--- src/rtl/r16_inv_scale_pkg.sv ---
// r16_inv_scale shared package.
// State encoding, default widths and the Goldilocks test modulus.
package r16_pkg;

    localparam int DEF_P_WIDTH = 64;
    localparam int DEF_CNT_W   = 6;

    localparam logic [63:0] P_GOLD = 64'hFFFF_FFFF_0000_0001;

    typedef enum logic [1:0] {
        IDLE,
        SHIFT,
        DONE
    } state_t;

endpackage

--- src/rtl/r16_inv_scale_if.sv ---
// r16_inv_scale handshake bundle.
// Upstream word, downstream result and both valid/ready pairs.
interface r16_inv_scale_if #(
    parameter int P_WIDTH = r16_pkg::DEF_P_WIDTH,
    parameter int CNT_W   = r16_pkg::DEF_CNT_W
);
    logic               in_valid;
    logic               in_ready;
    logic [P_WIDTH-1:0] data_in;
    logic [P_WIDTH-1:0] A0_in;
    logic               Ac_in;
    logic [P_WIDTH:0]   Ninv2_in;
    logic [CNT_W-1:0]   k_in;
    logic               out_valid;
    logic               out_ready;
    logic [P_WIDTH-1:0] data_out;
    logic [P_WIDTH-1:0] A0_out;
    logic               Ac_out;

    modport slave (
        input  in_valid, data_in, A0_in, Ac_in,
        input  Ninv2_in, k_in, out_ready,
        output in_ready, out_valid,
        output data_out, A0_out, Ac_out
    );

    modport master (
        output in_valid, data_in, A0_in, Ac_in,
        output Ninv2_in, k_in, out_ready,
        input  in_ready, out_valid,
        input  data_out, A0_out, Ac_out
    );
endinterface

--- src/rtl/r16_inv_scale_mod_half.sv ---
// r16_mod_half: one modular halving step.
// y = x/2 mod p for odd p, using a carry-safe wide sum.
module r16_mod_half #(
    parameter int P_WIDTH = r16_pkg::DEF_P_WIDTH
) (
    input  logic [P_WIDTH-1:0] x_i,
    input  logic [P_WIDTH-1:0] p_i,
    output logic [P_WIDTH-1:0] y_o
);
    logic [P_WIDTH:0] addend;
    logic [P_WIDTH:0] sum;

    // Odd x gets p added so the sum is even; the extra bit holds the carry.
    always_comb begin
        addend = x_i[0] ? {1'b0, p_i} : '0;
        sum    = {1'b0, x_i} + addend;
        y_o    = P_WIDTH'(sum >> 1);
    end
endmodule

--- src/rtl/r16_inv_scale.sv ---
// r16_inv_scale: multiply a residue by 2^-k mod p.
// One halving per cycle; address/bank bits ride along untouched.
module r16_inv_scale
    import r16_pkg::*;
#(
    parameter int P_WIDTH = DEF_P_WIDTH,
    parameter int CNT_W   = DEF_CNT_W
) (
    input  logic        clk,
    input  logic        rst_n,
    r16_inv_scale_if.slave bus
);
    state_t             state_q, state_d;
    logic [CNT_W-1:0]   cnt_q, cnt_d;
    logic [P_WIDTH-1:0] x_q, x_d;
    logic [P_WIDTH-1:0] p_q, p_d;
    logic [P_WIDTH-1:0] a0_q, a0_d;
    logic               ac_q, ac_d;
    logic [CNT_W-1:0]   k_eff;
    logic [P_WIDTH-1:0] x_half;

    r16_mod_half #(.P_WIDTH(P_WIDTH)) u_half (
        .x_i (x_q),
        .p_i (p_q),
        .y_o (x_half)
    );

    // Count is forced to zero when inverse mode is off.
    assign k_eff = bus.Ninv2_in[P_WIDTH] ? bus.k_in : '0;

    // Next-state, counter and capture logic.
    always_comb begin
        state_d = state_q;
        cnt_d   = cnt_q;
        x_d     = x_q;
        p_d     = p_q;
        a0_d    = a0_q;
        ac_d    = ac_q;
        unique case (state_q)
            IDLE: begin
                if (bus.in_valid) begin
                    x_d     = bus.data_in;
                    p_d     = bus.Ninv2_in[P_WIDTH-1:0];
                    a0_d    = bus.A0_in;
                    ac_d    = bus.Ac_in;
                    cnt_d   = k_eff;
                    state_d = (k_eff == '0) ? DONE : SHIFT;
                end
            end
            SHIFT: begin
                x_d   = x_half;
                cnt_d = cnt_q - CNT_W'(1);
                if (cnt_q == CNT_W'(1)) begin
                    state_d = DONE;
                end
            end
            DONE: begin
                if (bus.out_ready) begin
                    state_d = IDLE;
                end
            end
            default: state_d = IDLE;
        endcase
    end

    // State and datapath registers, cleared by reset.
    always_ff @(posedge clk or negedge rst_n) begin
        if (!rst_n) begin
            state_q <= IDLE;
            cnt_q   <= '0;
            x_q     <= '0;
            p_q     <= '0;
            a0_q    <= '0;
            ac_q    <= 1'b0;
        end else begin
            state_q <= state_d;
            cnt_q   <= cnt_d;
            x_q     <= x_d;
            p_q     <= p_d;
            a0_q    <= a0_d;
            ac_q    <= ac_d;
        end
    end

    assign bus.in_ready  = (state_q == IDLE);
    assign bus.out_valid = (state_q == DONE);
    assign bus.data_out  = x_q;
    assign bus.A0_out    = a0_q;
    assign bus.Ac_out    = ac_q;
endmodule
--- src/flat_wrapper.sv ---
// flat-port wrapper written by rule: the top's interface ports become plain ports
module r16_inv_scale_flat import r16_pkg::*;
#(
    parameter int P_WIDTH = DEF_P_WIDTH,
    parameter int CNT_W   = DEF_CNT_W
)
  (clk, rst_n, bus_in_valid, bus_data_in, bus_A0_in, bus_Ac_in, bus_Ninv2_in, bus_k_in, bus_out_ready, bus_in_ready, bus_out_valid, bus_data_out, bus_A0_out, bus_Ac_out);
  r16_inv_scale_if #(.P_WIDTH(P_WIDTH), .CNT_W(CNT_W)) bus_i ();
  input  logic clk;
  input  logic rst_n;
  input wire logic [$bits(bus_i.in_valid)-1:0] bus_in_valid;
  input wire logic [$bits(bus_i.data_in)-1:0] bus_data_in;
  input wire logic [$bits(bus_i.A0_in)-1:0] bus_A0_in;
  input wire logic [$bits(bus_i.Ac_in)-1:0] bus_Ac_in;
  input wire logic [$bits(bus_i.Ninv2_in)-1:0] bus_Ninv2_in;
  input wire logic [$bits(bus_i.k_in)-1:0] bus_k_in;
  input wire logic [$bits(bus_i.out_ready)-1:0] bus_out_ready;
  output wire logic [$bits(bus_i.in_ready)-1:0] bus_in_ready;
  output wire logic [$bits(bus_i.out_valid)-1:0] bus_out_valid;
  output wire logic [$bits(bus_i.data_out)-1:0] bus_data_out;
  output wire logic [$bits(bus_i.A0_out)-1:0] bus_A0_out;
  output wire logic [$bits(bus_i.Ac_out)-1:0] bus_Ac_out;
  assign bus_i.in_valid = bus_in_valid;
  assign bus_i.data_in = bus_data_in;
  assign bus_i.A0_in = bus_A0_in;
  assign bus_i.Ac_in = bus_Ac_in;
  assign bus_i.Ninv2_in = bus_Ninv2_in;
  assign bus_i.k_in = bus_k_in;
  assign bus_i.out_ready = bus_out_ready;
  assign bus_in_ready = bus_i.in_ready;
  assign bus_out_valid = bus_i.out_valid;
  assign bus_data_out = bus_i.data_out;
  assign bus_A0_out = bus_i.A0_out;
  assign bus_Ac_out = bus_i.Ac_out;
  r16_inv_scale #(.P_WIDTH(P_WIDTH), .CNT_W(CNT_W)) u_core (.clk(clk), .rst_n(rst_n), .bus(bus_i));
endmodule
--- config.mk ---
export PLATFORM = sky130hd
export DESIGN_NAME = r16_inv_scale_flat
export DESIGN_NICKNAME = d
export VERILOG_FILES = /design/src/rtl/r16_inv_scale_pkg.sv /design/src/rtl/r16_inv_scale_if.sv /design/src/rtl/r16_inv_scale_mod_half.sv /design/src/rtl/r16_inv_scale.sv /design/src/flat_wrapper.sv
export SDC_FILE = /design/constraint.sdc
export NUM_CORES = 1
export LEC_CHECK = 0
export ABC_AREA = 0
export CORE_MARGIN = 2
export CORE_UTILIZATION = 54
export CTS_CLUSTER_SIZE = 12
export DETAILED_ROUTE_END_ITERATION = 6
export PLACE_DENSITY = 0.85
export SLEW_MARGIN = 30
export SYNTH_ARGS = -nofsm -noshare
export SYNTH_HDL_FRONTEND = slang
export SYNTH_HIERARCHICAL = 1
export SYNTH_SLANG_ARGS = --single-unit
--- constraint.sdc ---
create_clock -name clk -period 10.99 [get_ports clk]
set_input_delay 1.099 -clock clk [delete_from_list [all_inputs] [get_ports clk]]
set_output_delay 1.099 -clock clk [all_outputs]
set_load 0.02 [all_outputs]
Word level (Yosys, flattened, before mapping)
Cells that the tools add are included.

operators by class
  add/sub/neg operators = 2
  multiply operators = 0
  divide/modulo/power cells = 0
  magnitude comparators = 0
  equality and inequality tests = 6
  shift-type cells = 0
  mux-type cells = 11
  bitwise operators = 0
  reductions and logical operators = 6

operators with widths
  operator                                                number
  two-way mux 64 bit                                      2
  case mux 64 bit (2 select lines)                        1
  adder 64 x 65 -> 65 bit                                 1
  two-way mux 6 bit                                       2
  case mux 6 bit (2 select lines)                         1
  two-way mux 2 bit                                       4
  equality test 6 x 1 -> 1 bit (second input constant)    1
  zero test 6 bit                                         1
  case mux 2 bit (3 select lines)                         1
  subtractor 6 x 1 -> 6 bit (second input constant)       1
  inequality test 2 bit (second input constant)           2
  AND reduction 2 bit                                     2
  AND reduction 3 bit                                     1
  equality test 2 x 1 -> 1 bit (second input constant)    1
  equality test 2 bit (second input constant)             1
  zero test 2 bit                                         1
  inequality test 2 x 1 -> 1 bit (second input constant)  1
  nonzero test 2 bit                                      1

storage, ports and cells
  register bits after elaboration = 201
  bits in latches = 0
  memory bits (writable) = 0
  ROM bits = 0
  input port bits = 204
  output and inout bits = 131
  logic and storage cells = 31
  memories kept = 0

Logic depth before layout (Yosys ltp)
Gate-level depths: netlist of run 1.

  depth after elaboration = 5
  mapped depth = 17

By module
Netlist of run 1, hierarchy kept.

modules (own cells, without submodules)
  module         times used  cells each  area an instance (um^2)  seq. area each (um^2)
  r16_inv_scale  1           690         8759.7                   5029.8
  r16_mod_half   1           628         4211.5                   0.0

Worst setup path before layout of run 1
No wires, ideal clock.

  kind = register -> register
  start point = register u_core.x_q[0], in the netlist u_core/bus.data_out[0]
  end point = register u_core.x_q[61], in the netlist u_core/bus.data_out[61]
  library setup time = 0.082 ns
  arrival time = 3.632 ns
  data required time = 10.908 ns
  slack = 7.276 ns
  stages on the path, launching flop included = 17
  path buffers = 3
  period minus slack after synthesis = 3.714 ns
  cell sequence = dfrtp_1 clkbuf_1 clkbuf_1 and2_1 ha_1 and3_1 a221o_2 a311oi_1 or3_1 buf_2 o2111a_1 or3_4 a211o_1 o21ai_2 xor2_1 nand2_1 a31oi_1

between the ends
  longest elaborated chain between the ends = 3

ends and longest elaborated chain
  item                                  line                          text
  from (decl)                           r16_inv_scale.sv:15           logic [P_WIDTH-1:0] x_q, x_d;
  from (signal assigned)                r16_inv_scale.sv:71           x_q <= '0;
  from (signal assigned)                r16_inv_scale.sv:78           x_q <= x_d;
  two-way mux 64 bit                    r16_inv_scale_mod_half.sv:15  addend = x_i[0] ? {1'b0, p_i} : '0;
  adder 64 x 65 -> 65 bit (*)           r16_inv_scale_mod_half.sv:16  sum = {1'b0, x_i} + addend;
  via u_core.x_half[61]                 r16_inv_scale.sv:20           logic [P_WIDTH-1:0] x_half;
  case mux 64 bit (2 select lines) (*)  r16_inv_scale.sv:39           unique case (state_q)

The timed path passes the listed nets; every way through them passes the cells marked *.
A chain may end at the register's enable or synchronous reset.

Worst setup path after layout of run 1
  start point = register u_core.x_q[0], in the netlist u_core/bus.data_out[0]
  end point = register u_core.x_q[59], in the netlist u_core/bus.data_out[59]

Same word-level chain as after synthesis.

==> results of run 1 <==
==> metrics by stage <==
step	instance area (sq um)	instances	utilization [%]
2_1_floorplan	13000	1318	-
3_3_place_gp	16200	1887	68.7
3_5_place_dp	16200	1888	68.9
4_1_cts	17000	1928	72.3
5_1_grt	17100	1932	72.5
6_report	17100	1932	72.5
==> registers in the layout (all words and copies together), names as in the netlist <==
| signal | flops |
|---|---|
| u_core/bus.A0_out | 64 |
| u_core/bus.Ac_out | 1 |
| u_core/p_q | 64 |
| u_core/state_q | 2 |
| u_core/bus.data_out | 64 |
| u_core/cnt_q | 6 |
==> worst max-delay path: stages, from the launching register on <==
cell	delay (ns)
dfrtp_2	0.59
buf_4	0.31
and2_1	0.20
fa_1	0.44
a21o_1	0.22
a221o_2	0.39
a31oi_1	0.17
o21ai_0	0.20
a21o_1	0.29
a31oi_1	0.53
o31a_1	0.33
o31a_1	0.21
xnor2_1	0.15
nand2_1	0.08
a31oi_1	0.17
==> worst max path at each step <==
stage / slack, ns / from / to / cells past startpoint
global placement: 6.56 / u_core/bus.data_out[0] / u_core/bus.data_out[54] / 14
finish: 6.61 / u_core/bus.data_out[0] / u_core/bus.data_out[59] / 14
floorplan: 7.28 / u_core/bus.data_out[0] / u_core/bus.data_out[61] / 16
detailed placement: 6.44 / u_core/bus.data_out[0] / u_core/bus.data_out[54] / 14
global route: 6.35 / u_core/bus.data_out[0] / u_core/bus.data_out[60] / 14
CTS: 6.39 / u_core/bus.data_out[0] / u_core/bus.data_out[59] / 14
==> cell families after synthesis <==
logic type	Yosys count	share of synthesized area, %
and+or+nand+nor	434	15.5
AOI/OAI and AO/OA	310	15.5
buffers and inverters	114	5.39
muxes	129	14.1
xor gates and xnor gates	64	4.32
adders and majority gates	66	6.42
DFF	201	38.8
==> power breakdown <==
| group | switching, W | internal (W) |
|---|---|---|
| Clock | 0.000317 | 0.000504 |
| Sequential | 0.000334 | 0.00112 |
| Combinational | 0.00245 | 0.00203 |
==> Yosys cell counts (11+ instances only) <==
library cell,instances
a21o_1,38
a21oi_1,74
a31oi_1,78
and2_1,68
buf_12,11
buf_2,23
clkbuf_1,42
dfrtp_1,201
ha_1,65
inv_1,23
mux2_2,19
mux2_4,100
nand2_1,184
nand4_1,27
nor2_1,102
nor3_1,12
o21ai_0,32
o21bai_1,22
xnor2_1,32
xor2_1,32
==> metal layers <==
metal  track usage [%]  routed length (microns)  share of wire, %
met5                 0                        0                 0
met4              11.6                     1500               3.9
met3              5.65                     2500               6.5
met2              52.6                    19400                50
met1              35.6                    15100                39
==> cell type report <==
class / count / area, sq um / area share [%]
Antenna cell: 3 / 7.51 / 0.0440
Clock buffer: 34 / 687 / 4.03
Clock inverter: 6 / 124 / 0.726
Inverter: 24 / 90.1 / 0.528
Multi-Input combinational cell: 1003 / 7260 / 42.5
Sequential cell: 201 / 5030 / 29.5
Tap cell: 319 / 399 / 2.34
Timing Repair Buffer: 342 / 3460 / 20.3
==> impl_metrics.env, run 1 <==
export IMPL_finalHoldWorstSlack_ns=0.482
export IMPL_timing_rr_end="u_core/bus.data_out[59]"
export IMPL_clock_tree_from_tritoncts="done"
export IMPL_gpl_final_weighted_congestion=0.917
export IMPL_leakagePower_nw=7.50
export IMPL_gr_usage_all_layers_pct=29.6
export IMPL_vdd_ir_drop_max_v=0.000212
export IMPL_clock_sinks=201
export IMPL_design_final_nets=1865
export IMPL_final_layout_size_suffix_gt1_share_pct=11.1
export IMPL_hold_path_startpoint="u_core/p_q[60]"
export IMPL_vias=11183
export IMPL_post_cts_resized_instances=0
export IMPL_grt_pass1_vias=11466
export IMPL_drc=0
export IMPL_cts_repair_timing_setup_buffer_count=0
export IMPL_crit_required_ns=11.44
export IMPL_mostFrequentLayoutCell="clkdlybuf4s50_1"
export IMPL_drt_vias_per_instance=5.79
export IMPL_power_total_w=0.00677
export IMPL_final_ws_setup_ns=6.61
export IMPL_areaGrowthSynthToFinish_pct=31.5
export IMPL_period_minus_slack_ns=4.38
export IMPL_async_reset_ff_share_pct=100
export IMPL_grt_first_pass_wirelength_microns=60800
export IMPL_timing_slew_headroom_pct=48.3
export IMPL_synth_edf_count=0
export IMPL_initial_utilization_pct=55.1
export IMPL_die_width_microns=159
export IMPL_mappedNetlistArea_sq_um=13000
export IMPL_synth_ff_latch_count=201
export IMPL_io_pin_count=335
export IMPL_post_place_ws_ns=6.44
export IMPL_netlist_top_cells_area="dfrtp_1 (39%), mux2_4 (12%), ha_1 (6.3%)"
export IMPL_clkSlewWorstSetupHoldPaths_ns=0.06
export IMPL_min_delay_path_depth=1
export IMPL_h_tree_depth=1
export IMPL_core_region_sq_um=23500
export IMPL_grt_start_max_net_pins=130
export IMPL_detailedRoute_firstPassIterationCount=5
export IMPL_synth_area_leader_cell="dfrtp_1"
export IMPL_totalWireLength_microns=38500
export IMPL_critical_path_max_fanout=37
export IMPL_max_root_sink_buffers=3
export IMPL_initial_antenna_violation_count=3
export IMPL_yosys_area_top_type_share_pct=38.8
export IMPL_r2r_setup_slack_ns=6.61
export IMPL_achievable_frequency_mhz=228
export IMPL_average_wire_per_standard_cell_microns=19.9
export IMPL_setup_viol=0
export IMPL_port_buffers=334
export IMPL_die_area_sq_um=25300
export IMPL_final_fill_count=1718
export IMPL_whs_endpoint="u_core/p_q[60]"
export IMPL_std_cell_rows=56
export IMPL_hold_violations=0
export IMPL_yosysWarnings=6
export IMPL_timing_critical_path_to_type="flip-flop"
export IMPL_powerDensity_nw_per_um2=397
export IMPL_clock_skew_ns=0.00873
export IMPL_ant_nets=0
export IMPL_place_hpwl_microns=28500
export IMPL_synth_nets=1588
export IMPL_grt_overflow_total=0
export IMPL_cts_hold_buf=0
export IMPL_crit_type="reg -> reg"
export IMPL_timing_critical_path_arrival_ns=4.83
export IMPL_finalSetupTns_ns=0
export IMPL_result_of_the_run="complete, no violations"
export IMPL_netlist_cell_type_count=64
export IMPL_cts_buffers=23
export IMPL_startpoint_types="flip-flop"
export IMPL_setup_repair_after_global_routing_missed_its_margin="no"
export IMPL_synth_top_flop_cell="dfrtp_1"
export IMPL_hold_path_class="reg -> reg"
export IMPL_worstMarginPinSlew_ns=0.774
export IMPL_layout_cells_most_common_list="clkdlybuf4s50_1 (333), dfrtp_1 (200), nand2_1 (183), nor2_1 (102), mux2_4 (100)"
export IMPL_timing_reg2reg_worst_path_depth=14
export IMPL_final_max_slew_viol_count=0
export IMPL_period_utilization_post_route_pct=39.8
export IMPL_drt_iter0_drc=802
export IMPL_synthesis_area_per_instance_sq_um=9.84
export IMPL_max_cap_violations=0
export IMPL_worstSkewPairLatency_ns=0.53
export IMPL_crit_reg2reg_launch="u_core/bus.data_out[0]"
export IMPL_die_height_microns=159
export IMPL_fraction_of_the_yosys_area_taken_by_sequential_cells_pct=38.8
export IMPL_post_synth_inst_count=1318
export IMPL_cts_root_buffer_cell="clkbuf_16"
Power figures use the tool's default switching activity.
==> run 2: changes to the inputs <==
--- a/config.mk
+++ b/config.mk
@@ -7,10 +7,10 @@
 export LEC_CHECK = 0
 export ABC_AREA = 0
 export CORE_MARGIN = 2
-export CORE_UTILIZATION = 54
+export CORE_UTILIZATION = 50
 export CTS_CLUSTER_SIZE = 12
 export DETAILED_ROUTE_END_ITERATION = 6
-export PLACE_DENSITY = 0.85
+export PLACE_DENSITY = 0.8
 export SLEW_MARGIN = 30
 export SYNTH_ARGS = -nofsm -noshare
 export SYNTH_HDL_FRONTEND = slang
==> constraint.sdc (replaced) <==
create_clock -name clk -period 4.1 [get_ports clk]
set_input_delay 0.41 -clock clk [delete_from_list [all_inputs] [get_ports clk]]
set_output_delay 0.41 -clock clk [all_outputs]
set_load 0.02 [all_outputs]
==> run 2 against run 1 <==
Effect of this change:
- the flow now finishes with violations (negative hold slack)
- register-to-register slack worse by 6.3 ns
- via count is 0.46% lower
- core utilization fell by 4.9 points
==> impl_metrics.env, run 2 (synthesized netlist as in run 1, its figures left out) <==
export IMPL_period_minus_slack_ns=3.83
export IMPL_cp_top_family="compound AO/OA/AOI/OAI gates"
export IMPL_drc=0
export IMPL_die_height_microns=165
export IMPL_failed_checks="negative hold slack"
export IMPL_layout_cells_most_common_list="clkdlybuf4s50_1 (333), dfrtp_1 (200), nand2_1 (183), nor2_1 (102), mux2_4 (100)"
export IMPL_design_final_nets=1873
export IMPL_drt_vias_per_instance=5.70
export IMPL_port_buffers=334
export IMPL_final_layout_size_suffix_gt1_share_pct=11.9
export IMPL_average_wire_per_standard_cell_microns=19.5
export IMPL_final_cell_count_no_fill=1952
export IMPL_worstSkewPairLatency_ns=0.54
export IMPL_vdd_ir_drop_max_v=0.000501
export IMPL_grt_pass1_vias=11411
export IMPL_clock_sinks=201
export IMPL_placed_area_sq_um=16300
export IMPL_clock_tree_from_tritoncts="done"
export IMPL_cts_buffers=24
export IMPL_crit_required_ns=4.55
export IMPL_multi_input_comb_area_sq_um=7260
export IMPL_initial_antenna_violation_count=2
export IMPL_timing_critical_path_to_type="flip-flop"
export IMPL_cp_num_buf_inv=1
export IMPL_h_tree_depth=1
export IMPL_cts_repair_timing_setup_buffer_count=0
export IMPL_post_place_ws_ns=0.295
export IMPL_clkSlewWorstSetupHoldPaths_ns=0.06
export IMPL_timing_critical_path_arrival_ns=4.28
export IMPL_std_cell_rows=58
export IMPL_ant_nets=0
export IMPL_max_cap_violations=0
export IMPL_critical_path_slowest_cell="or3_1"
export IMPL_crit_type="reg -> reg"
export IMPL_timing_slew_headroom_pct=36.6
export IMPL_setup_viol=0
export IMPL_startpoint_types="flip-flop"
export IMPL_drt_iter0_drc=872
export IMPL_cts_root_buffer_cell="clkbuf_16"
export IMPL_post_place_cells=1907
export IMPL_post_layout_util_pct=67.6
export IMPL_critical_path_max_fanout=22
export IMPL_max_root_sink_buffers=3
export IMPL_clock_skew_ns=0.0110
export IMPL_gpl_final_weighted_congestion=0.945
export IMPL_detailedRoute_firstPassIterationCount=6
export IMPL_worstMarginPinSlew_ns=0.950
export IMPL_gr_usage_all_layers_pct=27.5
export IMPL_finalHoldWorstSlack_ns=-0.102
export IMPL_grt_overflow_total=0
export IMPL_totalWireLength_microns=38100
export IMPL_grt_first_pass_wirelength_microns=59500
export IMPL_cp_slowest_stage_delay_ns=0.52
export IMPL_hold_path_class="in -> async"
export IMPL_result_of_the_run="complete, but fails checks"
export IMPL_period_utilization_post_route_pct=93.4
export IMPL_die_width_microns=165
export IMPL_initial_utilization_pct=51.2
export IMPL_layout_area_seq_sq_um=5030
export IMPL_io_pin_count=335
export IMPL_leakagePower_nw=7.53
export IMPL_vias=11131
export IMPL_hold_violations=54
export IMPL_areaGrowthSynthToFinish_pct=31.9
export IMPL_powerDensity_nw_per_um2=1060
export IMPL_crit_path_cell_trace="buf_4 > and2_1 > ha_1 > o211ai_1 > a21oi_1 > nor2b_1 > or3_1 > o2111a_1 > or3_4 > a211o_1 > o21ai_2 > xor2_1 > nand2_1 > a31oi_1"
export IMPL_grt_start_max_net_pins=109
export IMPL_fin_area_sq_um=17100
export IMPL_achievable_frequency_mhz=261
export IMPL_final_max_slew_viol_count=0
export IMPL_final_ws_setup_ns=0.271
export IMPL_core_region_sq_um=25300
export IMPL_place_hpwl_microns=28600
export IMPL_final_fill_count=1970
export IMPL_die_area_sq_um=27200
export IMPL_mostFrequentLayoutCell="clkdlybuf4s50_1"
-- run 2: cell types whose count changed in the layout (fill, tap and decap cells not counted), sizes merged --
cell / previous run / this run
inv: 25 / 24
bufinv: 3 / 1
diode: 3 / 2
clkbuf: 35 / 32
clkinvlp: 0 / 1
buf: 8 / 16
clkinv: 2 / 9
-- run 2: power by group --
group | switching [W] | internal [W]
Sequential | 0.000867 | 0.00301
Clock | 0.000881 | 0.00127
Combinational | 0.00662 | 0.00552
-- run 2: through the flow --
step                      setup TNS (ns)  power (W)
after floorplan                        0     0.0123
after global placement                 0     0.0157
after detailed placement               0     0.0158
after CTS                              0     0.0181
after global routing             -0.0115     0.0194
final                                  0     0.0182
-- run 2: worst paths after layout --
| check | from | endpoint | slack (ns) | cells past startpoint |
|---|---|---|---|---|
| worst max-delay path | u_core/bus.data_out[0] | u_core/bus.data_out[61] | 0.27 | 14 |
| worst min-delay path | rst_n | u_core/p_q[27] | -0.10 | 1 |
| worst max register to register | u_core/bus.data_out[0] | u_core/bus.data_out[61] | 0.27 | 14 |
| worst min register to register | u_core/p_q[62] | u_core/p_q[62] | 0.49 | 1 |
| max in group asynchronous | rst_n | u_core/bus.A0_out[4] | 3.06 | 2 |
| min in group clk | bus_data_in[63] | u_core/bus.data_out[63] | 0.44 | 3 |
-- run 2: final cells by class --
type / count / share of cell area (%)
well taps: 330 / 2.41
flip-flops and latches: 201 / 29.4
clock buffers: 32 / 4.09
repair buffers: 349 / 20.4
clock inverters: 11 / 0.651
diodes: 2 / 0.0292
inverters: 24 / 0.526
multi-input cells: 1003 / 42.4
-- run 2: what timing repair did --
item,in CTS,in global routing
gates resized for setup,0,1
hold buffers,0,0
endpoints found under the setup margin,0,3
-- run 2: routing by layer --
| metal | part of all wire (%) | up-vias | track usage [%] |
|---|---|---|---|
| met1 | 40 | 5283 | 33.5 |
| met3 | 6.7 | 95 | 5.19 |
| met5 | 0 | - | 0 |
| met4 | 4.3 | 0 | 11.3 |
| met2 | 49 | 511 | 47.7 |
| li1 | - | 5242 | - |
==> run 3: changes to the inputs <==
--- a/config.mk
+++ b/config.mk
@@ -11,6 +11,7 @@
 export CTS_CLUSTER_SIZE = 12
 export DETAILED_ROUTE_END_ITERATION = 6
 export PLACE_DENSITY = 0.8
+export SKIP_CTS_REPAIR_TIMING = 1
 export SLEW_MARGIN = 30
 export SYNTH_ARGS = -nofsm -noshare
 export SYNTH_HDL_FRONTEND = slang
==> constraint.sdc (replaced) <==
create_clock -name clk -period 3.8 [get_ports clk]
set_input_delay 0.38 -clock clk [delete_from_list [all_inputs] [get_ports clk]]
set_output_delay 0.38 -clock clk [all_outputs]
set_load 0.02 [all_outputs]
==> run 3 against run 2 <==
Effect of this change:
- sequential cell count stayed put
- via count up 0.70%
- non-clock buffer count increased by 30
- largest cell class unchanged
- the run now ends clean
- critical path depth grew 1
- sequential power up 7.5%
- setup slack lost 0.12 ns
- first-iteration DRC count fell by 2.1%
- die area stayed put
- critical endpoint is now u_core/bus.data_out[59]
- sequential share of layout area fell by 0.55 points
- register-to-register slack lost 0.12 ns
==> impl_metrics.env, run 3 (synthesized netlist as in run 1, its figures left out) <==
export IMPL_critical_path_slowest_cell="fa_1"
export IMPL_startpoint_types="flip-flop"
export IMPL_layout_cells_most_common_list="clkdlybuf4s50_1 (333), dfrtp_1 (200), nand2_1 (183), nor2_1 (102), mux2_4 (100)"
export IMPL_clkSlewWorstSetupHoldPaths_ns=0.06
export IMPL_cts_root_buffer_cell="clkbuf_16"
export IMPL_grt_busiest_layer="met2"
export IMPL_post_place_cells=1933
export IMPL_fin_area_sq_um=17400
export IMPL_drc=0
export IMPL_met3_usage_pct=5.34
export IMPL_port_buffers=334
export IMPL_areaGrowthSynthToFinish_pct=34.4
export IMPL_mostFrequentLayoutCell="clkdlybuf4s50_1"
export IMPL_crit_path_cell_trace="buf_12 > and2_1 > fa_1 > a21o_1 > a221o_2 > a31oi_1 > o21ai_1 > a21o_2 > a31oi_2 > buf_4 > o31a_1 > o31a_1 > xnor2_1 > nand2_1 > a31oi_1"
export IMPL_final_ws_setup_ns=0.147
export IMPL_vias=11209
export IMPL_cts_buffers=24
export IMPL_grt_first_pass_wirelength_microns=59700
export IMPL_grt_start_max_net_pins=106
export IMPL_final_fill_count=1974
export IMPL_worstSkewPairLatency_ns=0.52
export IMPL_critical_path_max_fanout=36
export IMPL_average_wire_per_standard_cell_microns=19.5
export IMPL_die_area_sq_um=27200
export IMPL_setup_repair_after_global_routing_missed_its_margin="yes"
export IMPL_final_layout_size_suffix_gt1_share_pct=13.7
export IMPL_finalHoldWorstSlack_ns=0.428
export IMPL_grt_met2_usage_pct=48.2
export IMPL_period_minus_slack_ns=3.65
export IMPL_worstMarginPinSlew_ns=0.866
export IMPL_core_region_sq_um=25300
export IMPL_cp_top_family="compound AO/OA/AOI/OAI gates"
export IMPL_place_hpwl_microns=29500
export IMPL_max_root_sink_buffers=3
export IMPL_max_cap_violations=0
export IMPL_placed_area_sq_um=16500
export IMPL_cp_num_buf_inv=2
export IMPL_finalSetupTns_ns=0
export IMPL_groute_layer_met1_usage_pct=34.3
export IMPL_detailedRoute_firstPassIterationCount=5
export IMPL_final_cell_count_no_fill=1981
export IMPL_std_cell_rows=58
export IMPL_totalWireLength_microns=38700
export IMPL_powerDensity_nw_per_um2=1160
export IMPL_clock_sinks=201
export IMPL_grt_pass1_vias=11271
export IMPL_final_max_slew_viol_count=0
export IMPL_timing_slew_headroom_pct=42.1
export IMPL_io_pin_count=335
export IMPL_timing_critical_path_to_type="flip-flop"
export IMPL_die_height_microns=165
export IMPL_ant_nets=0
export IMPL_cp_slowest_stage_delay_ns=0.44
export IMPL_hold_path_class="in -> reg"
export IMPL_initial_utilization_pct=51.2
export IMPL_hold_violations=0
export IMPL_clock_skew_ns=0.0105
export IMPL_drt_vias_per_instance=5.66
export IMPL_grt_overflow_total=0
export IMPL_post_place_ws_ns=0.0947
export IMPL_gr_usage_all_layers_pct=27.6
export IMPL_design_final_nets=1903
export IMPL_crit_type="reg -> reg"
export IMPL_crit_required_ns=4.24
export IMPL_result_of_the_run="complete, no violations"
export IMPL_achievable_frequency_mhz=274
export IMPL_clock_tree_from_tritoncts="done"
export IMPL_setup_viol=0
export IMPL_drt_iter0_drc=854
export IMPL_leakagePower_nw=7.67
export IMPL_h_tree_depth=1
export IMPL_initial_antenna_violation_count=3
export IMPL_period_utilization_post_route_pct=96.1
export IMPL_vdd_ir_drop_max_v=0.000612
export IMPL_timing_critical_path_arrival_ns=4.09
export IMPL_die_width_microns=165
export IMPL_gpl_final_weighted_congestion=0.946
## run 3: changes by cell type in the layout (fill, tap and decap cells not counted), sizes merged
cell,change
diode,+1
clkbuf,+6
dlygate4sd3,+1
buf,+28
clkinv,-7
## run 3: cell type report
class	count	area, sq um	share of cell area, %
Clock buffer	37	729	4.18
Inverter	24	90.1	0.517
Clock inverter	4	58.8	0.337
Timing Repair Buffer	379	3760	21.6
Sequential cell	201	5030	28.9
Tap cell	330	413	2.37
Antenna cell	3	7.51	0.0431
Multi-Input combinational cell	1003	7350	42.1
## run 3: stage by stage
stage | power, W | utilization (%)
global placement | 0.0173 | 65.2
global route | 0.0215 | 68.9
floorplan | 0.0132 | -
CTS | 0.0199 | 68.3
detailed placement | 0.0174 | 65.2
finish | 0.0201 | 68.9
## run 3: power by group
group          switching [W]  leakage, nW  internal (W)
clock               0.000905        0.384       0.00138
combinational        0.00732         4.96       0.00637
sequential          0.000920         2.32       0.00325
## run 3: per-layer routing
metal	wire, microns	part of all wire, %
met5	0	0
met4	1120	2.9
met3	2760	7.1
met2	19200	50
met1	15600	40
## run 3: final timing paths
check | from | end | slack, ns | depth (start not counted)
min in group asynchronous | rst_n | u_core/p_q[27] | 0.46 | 2
hold / removal | bus_data_in[52] | u_core/bus.data_out[52] | 0.43 | 3
setup / recovery | u_core/bus.data_out[0] | u_core/bus.data_out[59] | 0.15 | 15
max in group asynchronous | rst_n | u_core/bus.A0_out[51] | 2.48 | 3
hold reg to reg | u_core/p_q[61] | u_core/p_q[61] | 0.48 | 1
setup reg to reg | u_core/bus.data_out[0] | u_core/bus.data_out[59] | 0.15 | 15
## run 3: worst min-delay path, delay by kind of cell
| family | cells | cell delay [ns] |
|---|---|---|
| simple gates | 1 | 0.05 |
| buf+inv | 1 | 0.39 |
| compound gates | 1 | 0.08 |
